===== src/rtl/bram_frame_writer.sv =====
`default_nettype none
// ============================================================================
//  Module      : bram_frame_writer
//  Description : Writer side of the image frame buffer. Takes a raster-ordered
//                pixel stream (valid/ready with SOF/EOL side-band) and stores
//                one complete frame into BRAM port A at linear addresses
//                0 .. IMG_W*IMG_H-1. The reader drains port B in its own
//                clock domain.
//  Revision    : 1.0 - initial release
// ----------------------------------------------------------------------------
//  Parameters
//    IMG_W, IMG_H : frame geometry in pixels / lines
//    DATA_W       : pixel width (= BRAM port A data width)
//    ADDR_W       : BRAM port A address width, IMG_W*IMG_H <= 2**ADDR_W
//  Ports
//    clka        in   write clock (BRAM port A clock)
//    RESET_N     in   asynchronous active-low reset
//    start       in   pulse, arms capture of the next frame
//    abort       in   pulse, cancels the capture in progress
//    s_valid     in   pixel valid
//    s_ready     out  writer can accept a pixel
//    s_sof       in   first pixel of frame (qualified by s_valid)
//    s_eol       in   last pixel of line   (qualified by s_valid)
//    s_data      in   pixel value
//    ena/wea     out  BRAM port A enable / write enable
//    addra/dina  out  BRAM port A address / write data
//    busy        out  capture armed or in progress
//    frame_done  out  pulse with the write of the last pixel
//    sof_err     out  pulse when SOF arrives mid-frame (frame resyncs)
//    eol_err     out  pulse when s_eol disagrees with the column position
// ============================================================================
module bram_frame_writer #(
    parameter int IMG_W  = 64,
    parameter int IMG_H  = 64,
    parameter int DATA_W = 8,
    parameter int ADDR_W = 12
) (
    input  logic              clka,
    input  logic              RESET_N,
    input  logic              start,
    input  logic              abort,
    input  logic              s_valid,
    output logic              s_ready,
    input  logic              s_sof,
    input  logic              s_eol,
    input  logic [DATA_W-1:0] s_data,
    output logic              ena,
    output logic              wea,
    output logic [ADDR_W-1:0] addra,
    output logic [DATA_W-1:0] dina,
    output logic              busy,
    output logic              frame_done,
    output logic              sof_err,
    output logic              eol_err
);

    localparam int CW = (IMG_W > 1) ? $clog2(IMG_W) : 1;
    localparam int RW = (IMG_H > 1) ? $clog2(IMG_H) : 1;

    localparam logic [CW-1:0] C_COL_LAST = CW'(IMG_W - 1);
    localparam logic [RW-1:0] C_ROW_LAST = RW'(IMG_H - 1);

    typedef enum logic [1:0] {
        ST_IDLE  = 2'd0,
        ST_ARM   = 2'd1,
        ST_WRITE = 2'd2
    } state_t;

    state_t            state_q;
    logic [CW-1:0]     col_q;
    logic [RW-1:0]     row_q;
    logic [ADDR_W-1:0] lin_q;
    logic              ena_q;
    logic              wea_q;
    logic [ADDR_W-1:0] addra_q;
    logic [DATA_W-1:0] dina_q;
    logic              busy_q;
    logic              frame_done_q;
    logic              sof_err_q;
    logic              eol_err_q;

    logic              w_accept;
    logic              w_take;
    logic [CW-1:0]     w_col;
    logic [RW-1:0]     w_row;
    logic [ADDR_W-1:0] w_lin;
    logic              w_col_wrap;
    logic              w_last;
    logic [CW-1:0]     col_d;
    logic [RW-1:0]     row_d;
    logic [ADDR_W-1:0] lin_d;

    always_comb begin
        // abort blocks acceptance in the same cycle, so nothing slips in
        // while the capture is being cancelled.
        s_ready  = (state_q != ST_IDLE) && !abort;
        w_accept = s_valid && s_ready;
        // In ARM only an SOF beat is stored; earlier beats are discarded.
        w_take   = w_accept && (s_sof || (state_q == ST_WRITE));

        // An SOF beat always lands at the frame origin, whether it starts
        // the frame or resynchronises one already in flight.
        w_col = s_sof ? '0 : col_q;
        w_row = s_sof ? '0 : row_q;
        w_lin = s_sof ? '0 : lin_q;

        w_col_wrap = (w_col == C_COL_LAST);
        w_last     = w_col_wrap && (w_row == C_ROW_LAST);

        col_d = w_col_wrap ? '0 : (w_col + CW'(1));
        row_d = w_row;
        if (w_col_wrap) begin
            row_d = (w_row == C_ROW_LAST) ? '0 : (w_row + RW'(1));
        end
        // Linear address counter avoids a row*IMG_W multiplier.
        lin_d = w_last ? '0 : (w_lin + ADDR_W'(1));
    end

    always_ff @(posedge clka or negedge RESET_N) begin
        if (!RESET_N) begin
            state_q      <= ST_IDLE;
            col_q        <= '0;
            row_q        <= '0;
            lin_q        <= '0;
            ena_q        <= 1'b0;
            wea_q        <= 1'b0;
            addra_q      <= '0;
            dina_q       <= '0;
            busy_q       <= 1'b0;
            frame_done_q <= 1'b0;
            sof_err_q    <= 1'b0;
            eol_err_q    <= 1'b0;
        end else begin
            ena_q        <= 1'b0;
            wea_q        <= 1'b0;
            frame_done_q <= 1'b0;
            sof_err_q    <= 1'b0;
            eol_err_q    <= 1'b0;

            case (state_q)
                ST_IDLE: begin
                    if (start && !abort) begin
                        state_q <= ST_ARM;
                        busy_q  <= 1'b1;
                    end
                end

                ST_ARM, ST_WRITE: begin
                    if (abort) begin
                        state_q <= ST_IDLE;
                        busy_q  <= 1'b0;
                    end else if (w_take) begin
                        ena_q     <= 1'b1;
                        wea_q     <= 1'b1;
                        addra_q   <= w_lin;
                        dina_q    <= s_data;
                        eol_err_q <= (s_eol != w_col_wrap);
                        sof_err_q <= s_sof && (state_q == ST_WRITE);
                        col_q     <= col_d;
                        row_q     <= row_d;
                        lin_q     <= lin_d;
                        if (w_last) begin
                            frame_done_q <= 1'b1;
                            state_q      <= ST_IDLE;
                            busy_q       <= 1'b0;
                        end else begin
                            state_q <= ST_WRITE;
                        end
                    end
                end

                default: begin
                    state_q <= ST_IDLE;
                    busy_q  <= 1'b0;
                end
            endcase
        end
    end

    assign ena        = ena_q;
    assign wea        = wea_q;
    assign addra      = addra_q;
    assign dina       = dina_q;
    assign busy       = busy_q;
    assign frame_done = frame_done_q;
    assign sof_err    = sof_err_q;
    assign eol_err    = eol_err_q;

endmodule
`default_nettype wire


===== config.mk =====
export PLATFORM = sky130hd
export DESIGN_NAME = bram_frame_writer
export DESIGN_NICKNAME = d
export VERILOG_FILES = /design/src/rtl/bram_frame_writer.sv
export SDC_FILE = /design/constraint.sdc
export NUM_CORES = 1
export LEC_CHECK = 0
export BUFFER_PORTS_ARGS = -buffer_cell sky130_fd_sc_hd__buf_2
export CORE_MARGIN = 3
export CORE_UTILIZATION = 50
export DETAILED_ROUTE_END_ITERATION = 10
export GPL_TIMING_DRIVEN = 0
export PLACE_DENSITY = 0.75
export REMOVE_ABC_BUFFERS = 1
export SKIP_LAST_GASP = 1
export SYNTH_ARGS = -nofsm -noshare
export SYNTH_HDL_FRONTEND = slang
export SYNTH_SLANG_ARGS = --single-unit

===== constraint.sdc =====
create_clock -name clka -period 2.2 [get_ports clka]
set_clock_uncertainty 0.05 [all_clocks]
set_input_delay 0.11 -clock clka [delete_from_list [all_inputs] [get_ports clka]]
set_output_delay 0.11 -clock clka [all_outputs]
set_load 0.01 [all_outputs]

==> flow_metrics.env, run 1 <==
export IMPL_outcome="finished with violations"
export IMPL_violations="negative hold slack"
export IMPL_cts_buffers=5
export IMPL_routed_wl_met3_um=353
export IMPL_r2r_setup_slack_ns=0.08
export IMPL_synth_area_leaders="dfrtp_1 51%, nand2_1 8.4%, o21ai_0 3.6%"
export IMPL_core_mm2=0.00475
export IMPL_hold_worst_slack_ns=-0.0348
export IMPL_worstPathRequired_ns=2.39
export IMPL_seq_power_share=0.456
export IMPL_worstHoldPathType="in -> async"
export IMPL_path_clk_slew_ns=0.09
export IMPL_fp_row_count=25
export IMPL_finalWirelength_um=6150
export IMPL_crit_type="reg -> reg"
export IMPL_syn_inst=265
export IMPL_die_area_mm2=0.00586
export IMPL_tns_ns=0
export IMPL_drive_gt1_frac=0.287
export IMPL_swShare=0.314
export IMPL_final_setup_viol_count=0
export IMPL_die_h_um=76.6
export IMPL_final_hold_violation_count=51
export IMPL_critPathMaxStageDelay_ns=0.45
export IMPL_via_count=2222
export IMPL_post_place_ws_ns=-0.768
export IMPL_synth_seq_area_share=0.513
export IMPL_fmax_mhz=471
export IMPL_antenna_cells=0
export IMPL_rsz0062_at_grt="no"
export IMPL_firstDrtPassIters=7
export IMPL_io_buffer_count=41
export IMPL_setup_slack_ns=0.0754
export IMPL_slew_headroom=0.253
export IMPL_route_detailed_drc=0
export IMPL_cp_slowest_cell="dfrtp_2"
export IMPL_drtIter0Drc=226
export IMPL_cp_max_fo=6
export IMPL_nFillCells=383
export IMPL_worstPathArrival_ns=2.32
export IMPL_critPathCaptureType="flop"
export IMPL_insertion_delay_ns=0.30
export IMPL_worstRegToRegCells=9
export IMPL_syn_avg_cell_area_um2=9.40
export IMPL_io_pin_count=42
export IMPL_powerDensity_mw_per_mm2=859
export IMPL_ctsRootBufferMaster="clkbuf_8"
export IMPL_ys_warn_count=0
export IMPL_post_route_period_util=0.966
export IMPL_track_usage=0.217
export IMPL_routed_top_layer="met4"
export IMPL_r2r_end="row_q[5]"
export IMPL_max_cap_violations=0
export IMPL_yosysTopAreaCellShare=0.513
export IMPL_cts_sinks=51
export IMPL_critPathLaunchType="flop"
export IMPL_grt_pass1_vias=2176
export IMPL_ys_seq_elements=51
export IMPL_comb_power_share=0.297
export IMPL_dp_hpwl_um=3180
export IMPL_gp_congestion=0.807
export IMPL_ys_types=42
export IMPL_wl_met1_um=2680
export IMPL_tritoncts="done"
export IMPL_path_cells="nor2b_1 -> ha_2 -> and3_2 -> nand4_1 -> buf_4 -> nand2_8 -> buf_6 -> o31ai_4 -> a22o_1"
export IMPL_ant_nets=0
export IMPL_cts_htree_levels=2
export IMPL_cts_buffer_depth=2
export IMPL_antenna_found_initial=0
export IMPL_tightest_slew_ns=1.12
export IMPL_r2r_start="col_q[1]"
export IMPL_power_internal_mw=1.88
export IMPL_crit_end="row_q[5]"
export IMPL_synth_edf_count=0
export IMPL_vias_per_cell=5.64
export IMPL_grt_max_degree=52
export IMPL_wire_per_inst_um=15.6
export IMPL_area_growth_pct=28.5
export IMPL_grt_overflow=0
export IMPL_power_frac_clock=0.248
export IMPL_synth_ff_type="dfrtp_1"
export IMPL_netlist_area_mm2=0.00249
export IMPL_ys_async_sr_fraction=1.00
export IMPL_grt_pass1_wl_um=10300
export IMPL_final_max_slew_viol_count=0
export IMPL_yosys_area_top_type="dfrtp_1"
export IMPL_wl_met2_um=3020
export IMPL_irDropWorstVdd_uv=630
export IMPL_switching_power_mw=0.864
export IMPL_fin_nets=347
export IMPL_crit_start="col_q[1]"
export IMPL_start_util=0.524
export IMPL_p_leak_nw=1.63
export IMPL_post_route_min_period_ns=2.12
export IMPL_die_width_um=76.6
## metal layers
metal  GRT usage  vias up
met5           0        -
met4      0.0888        0
met3      0.0485       13
met2       0.354       91
met1       0.280     1068
li1            -     1050
## metrics by stage
stage | std cells | hold WS, ns | total power, mW | cell area [µm²] | util
after floorplan | 248 | -0.236 | 1.63 | 2400 | -
after global placement | 356 | 0.249 | 1.85 | 2690 | 0.566
after detailed placement | 357 | 0.254 | 1.89 | 2720 | 0.572
after CTS | 388 | 0.00386 | 2.69 | 3110 | 0.654
after global routing | 394 | 0.0571 | 2.92 | 3200 | 0.673
final | 394 | -0.0348 | 2.75 | 3200 | 0.673
## sequential cells by signal (all words and copies together), names as in the netlist
name        cells
col_q           6
eol_err         1
sof_err         1
wea             1
lin_q          12
frame_done      1
addra          12
dina            8
row_q           6
state_q         2
busy            1
## power by group through the flow
stage,registers (mW),clock network (mW),logic (mW)
after detailed placement,1.27,0,0.618
after floorplan,1.31,0,0.329
after global placement,1.26,0,0.592
after CTS,1.25,0.696,0.752
after global routing,1.28,0.724,0.914
final,1.25,0.680,0.815
## worst max-delay path: cells and delay by family, from the launching register on
family,cells,cell delay [ns]
simple gates,4,0.62
flops,1,0.45
compound gates,2,0.37
buf+inv,2,0.34
fa+ha+maj,1,0.22
## area by class of cell
class | instances | area (µm²) | area share
inverter | 9 | 50.0 | 0.0156
clock inverter | 2 | 35.0 | 0.0109
timing repair buffer | 68 | 460 | 0.144
clock buffer | 6 | 82.6 | 0.0258
tap | 67 | 83.8 | 0.0262
sequential | 51 | 1280 | 0.399
timing repair inverter | 1 | 8.76 | 0.00274
multi-input combinational | 190 | 1200 | 0.376
## cell usage in the layout, fill, tap and decap left out, types with 3 or more instances in the layout
cell type and n:
nand2_1 56, dfrtp_1 50, buf_2 41, buf_4 16
o21ai_0 15, nor2_1 14, a31oi_1 9, dlygate4sd3_1 8
a21oi_1 7, inv_1 6, and3_1 6, o31ai_1 6
nand3_1 6, clkbuf_8 6, nor2b_1 5, nand4_1 5
or3_1 5, o21ai_1 4, ha_1 4, nand2b_1 3
a21o_1 3, mux2_2 3
## how the worst min path moves through the flow
stage | start | end | slack, ns | cells past startpoint
after CTS | RESET_N | sof_err | 0.004 | 1
after detailed placement | s_data[0] | dina[0] | 0.25 | 3
after global routing | RESET_N | addra[11] | 0.06 | 1
after global placement | s_data[0] | dina[0] | 0.25 | 3
after floorplan | RESET_N | addra[0] | -0.24 | 0
final | RESET_N | sof_err | -0.03 | 1
## cell usage after synthesis (2+ instances only)
cell type and count:
nand2_1 56, dfrtp_1 51, o21ai_0 18, nor2_1 15
clkbuf_1 10, a31oi_1 9, inv_1 8, nor2b_1 8
o31ai_1 8, a21oi_1 7, and3_1 7, ha_1 6
nand3_1 6, nand4_1 5, or3_1 5, buf_2 4
nand2b_1 4, a21o_1 3, and4_1 3, mux2_2 3
a22o_1 2, a311o_1 2, a41oi_1 2, and4b_1 2
buf_6 2, mux2i_1 2, nor3_1 2
## logic make-up after synthesis
logic type,count (synthesis),synth area share
simple gates,119,0.234
compound gates,57,0.147
flops,51,0.513
buf+inv,26,0.0508
fa+ha+maj,6,0.0301
mux,5,0.0216
xor+xnor,1,0.00352
## timing repair
item,CTS,global route
hold buffers,8,0
pin swaps,2,7
endpoints found under the hold margin,8,0
resized for setup,17,17
endpoints found under the setup margin,41,20
gates cloned,3,1
buffers inserted,12,6
No activity file was read; power rests on OpenSTA's default activity.
==> run 2: changes to the inputs <==
Settings changed: ABC_AREA set to 1, CORE_ASPECT_RATIO set to 1.75, CORE_UTILIZATION 50 to 51, PLACE_DENSITY 0.75 to 0.76.
==> flow_metrics.env, run 2 <==
export IMPL_synth_ff_type="dfrtp_1"
export IMPL_worstHoldPathType="in -> async"
export IMPL_post_place_ws_ns=-0.984
export IMPL_crit_end="dina[7]"
export IMPL_core_mm2=0.00498
export IMPL_cts_buffers=5
export IMPL_cts_buffer_depth=2
export IMPL_final_hold_violation_count=35
export IMPL_final_setup_viol_count=0
export IMPL_yosys_area_top_type="dfrtp_1"
export IMPL_crit_type="reg -> reg"
export IMPL_worstPathArrival_ns=2.15
export IMPL_synth_area_leaders="dfrtp_1 48%, nand2_1 19%, inv_1 5.3%"
export IMPL_post_route_period_util=0.912
export IMPL_irDropWorstVdd_uv=705
export IMPL_critPathMaxStageDelay_ns=0.56
export IMPL_crit_buf_inv=1
export IMPL_cp_max_fo=26
export IMPL_layout_common_cells="131 x nand2_1, 51 x dfrtp_1, 41 x buf_2"
export IMPL_r2r_start="state_q[0]"
export IMPL_path_cells="inv_1 -> ha_1 -> o21a_1 -> nand3_2 -> nand2_1 -> nand2_1"
export IMPL_route_detailed_drc=0
export IMPL_routed_wl_met3_um=214
export IMPL_cts_sinks=51
export IMPL_die_width_um=60.3
export IMPL_r2r_setup_slack_ns=0.19
export IMPL_vias_per_cell=5.26
export IMPL_io_buffer_count=41
export IMPL_syn_inst=352
export IMPL_path_clk_slew_ns=0.09
export IMPL_track_usage=0.221
export IMPL_ys_warn_count=0
export IMPL_cts_htree_levels=2
export IMPL_die_h_um=101
export IMPL_routed_top_layer="met4"
export IMPL_fp_row_count=34
export IMPL_die_area_mm2=0.00609
export IMPL_ys_seq_elements=51
export IMPL_tightest_slew_ns=1.13
export IMPL_netlist_area_mm2=0.00263
export IMPL_synth_top_cells_by_count="132 x nand2_1, 51 x dfrtp_1, 37 x inv_1"
export IMPL_nFillCells=449
export IMPL_fin_cells=453
export IMPL_p_total_mw=2.76
export IMPL_yosysTopAreaCellShare=0.485
export IMPL_p_leak_nw=1.60
export IMPL_post_cts_setup_buffers=0
export IMPL_tns_ns=0
export IMPL_ctsRootBufferMaster="clkbuf_8"
export IMPL_cp_slowest_cell="nand3_2"
export IMPL_area_growth_pct=17.0
export IMPL_post_route_min_period_ns=2.01
export IMPL_final_common_cell="nand2_1"
export IMPL_ys_async_sr_fraction=1.00
export IMPL_firstDrtPassIters=7
export IMPL_grt_max_degree=52
export IMPL_grt_overflow=0
export IMPL_syn_avg_cell_area_um2=7.48
export IMPL_powerDensity_mw_per_mm2=896
export IMPL_max_cap_violations=0
export IMPL_placed_cells=435
export IMPL_fin_nets=420
export IMPL_cp_depth=6
export IMPL_antenna_found_initial=0
export IMPL_ant_nets=0
export IMPL_synth_seq_area_share=0.485
export IMPL_synth_edf_count=0
export IMPL_grt_pass1_vias=2241
export IMPL_via_count=2384
export IMPL_hold_worst_slack_ns=-0.0387
export IMPL_tritoncts="done"
export IMPL_dp_hpwl_um=3850
export IMPL_grt_pass1_wl_um=10100
export IMPL_fmax_mhz=498
export IMPL_insertion_delay_ns=0.31
export IMPL_antenna_cells=0
export IMPL_rsz0062_at_grt="no"
export IMPL_crit_start="state_q[0]"
export IMPL_r2r_end="dina[7]"
export IMPL_wl_met2_um=3210
export IMPL_critPathCaptureType="flop"
export IMPL_drive_gt1_frac=0.145
export IMPL_start_util=0.529
export IMPL_wire_per_inst_um=13.6
export IMPL_wl_met1_um=2570
export IMPL_gp_congestion=0.853
export IMPL_ys_types=24
export IMPL_slew_headroom=0.248
export IMPL_worstRegToRegCells=6
export IMPL_synth_most_common_cell="nand2_1"
export IMPL_final_max_slew_viol_count=0
export IMPL_worstPathRequired_ns=2.34
export IMPL_finalWirelength_um=6180
export IMPL_critPathMostFrequentCell="nand2_1"
export IMPL_drtIter0Drc=77
export IMPL_outcome="finished with violations"
export IMPL_io_pin_count=42
export IMPL_violations="negative hold slack"
export IMPL_critPathLaunchType="flop"
export IMPL_cp_top_family="simple AND/OR/NAND/NOR gates"
export IMPL_setup_slack_ns=0.193
## run 2: power by group
| group | switching [mW] | internal (mW) | total, mW |
|---|---|---|---|
| Sequential | 0.133 | 1.15 | 1.28 |
| Clock | 0.300 | 0.334 | 0.634 |
| Combinational | 0.538 | 0.304 | 0.842 |
| Total | 0.972 | 1.79 | 2.76 |
## run 2: final cells by class
type,count,area (µm²),area share
inverter,39,155,0.0504
clock inverter,1,30.0,0.00975
clock buffer,6,72.6,0.0236
sequential,51,1280,0.414
tap,54,67.6,0.0219
timing repair buffer,50,295,0.0959
multi-input combinational,252,1180,0.384
## run 2: through the flow
step | instance area (µm²) | util
after floorplan | 2560 | -
after global placement | 2840 | 0.570
after detailed placement | 2840 | 0.570
after CTS | 3070 | 0.616
after global routing | 3080 | 0.619
final | 3080 | 0.619
## run 2: repair_timing
item | CTS | global route
gates resized for setup | 5 | 4
hold endpoints to repair | 9 | 0
pin swaps | 1 | 0
cloned | 2 | 0
hold buffers | 9 | 0
setup endpoints to repair | 48 | 7
## run 2: per-layer routing
metal | up-vias | GRT usage
met5 | - | 0
met4 | 0 | 0.102
met3 | 15 | 0.0474
met2 | 55 | 0.367
met1 | 1119 | 0.264
li1 | 1195 | -
## run 2: how the worst min path moves through the flow
stage,start,to,slack (ns),cells after the start
finish,RESET_N,addra[7],-0.04,1
global route,RESET_N,row_q[4],0.05,1
CTS,RESET_N,lin_q[6],0.02,1
detailed placement,s_eol,eol_err,0.25,2
global placement,s_eol,eol_err,0.25,2
floorplan,RESET_N,addra[0],-0.24,0
## run 2: cells by family (layout without fill, tap and decap cells)
group,Yosys count,in the layout,synth area share
buffers and inverters,51,96,0.0822
xor gates and xnor gates,5,5,0.0166
adders and majority gates,6,6,0.0285
AOI/OAI and AO/OA,34,34,0.0675
and+or+nand+nor,205,207,0.320
DFF,51,51,0.485
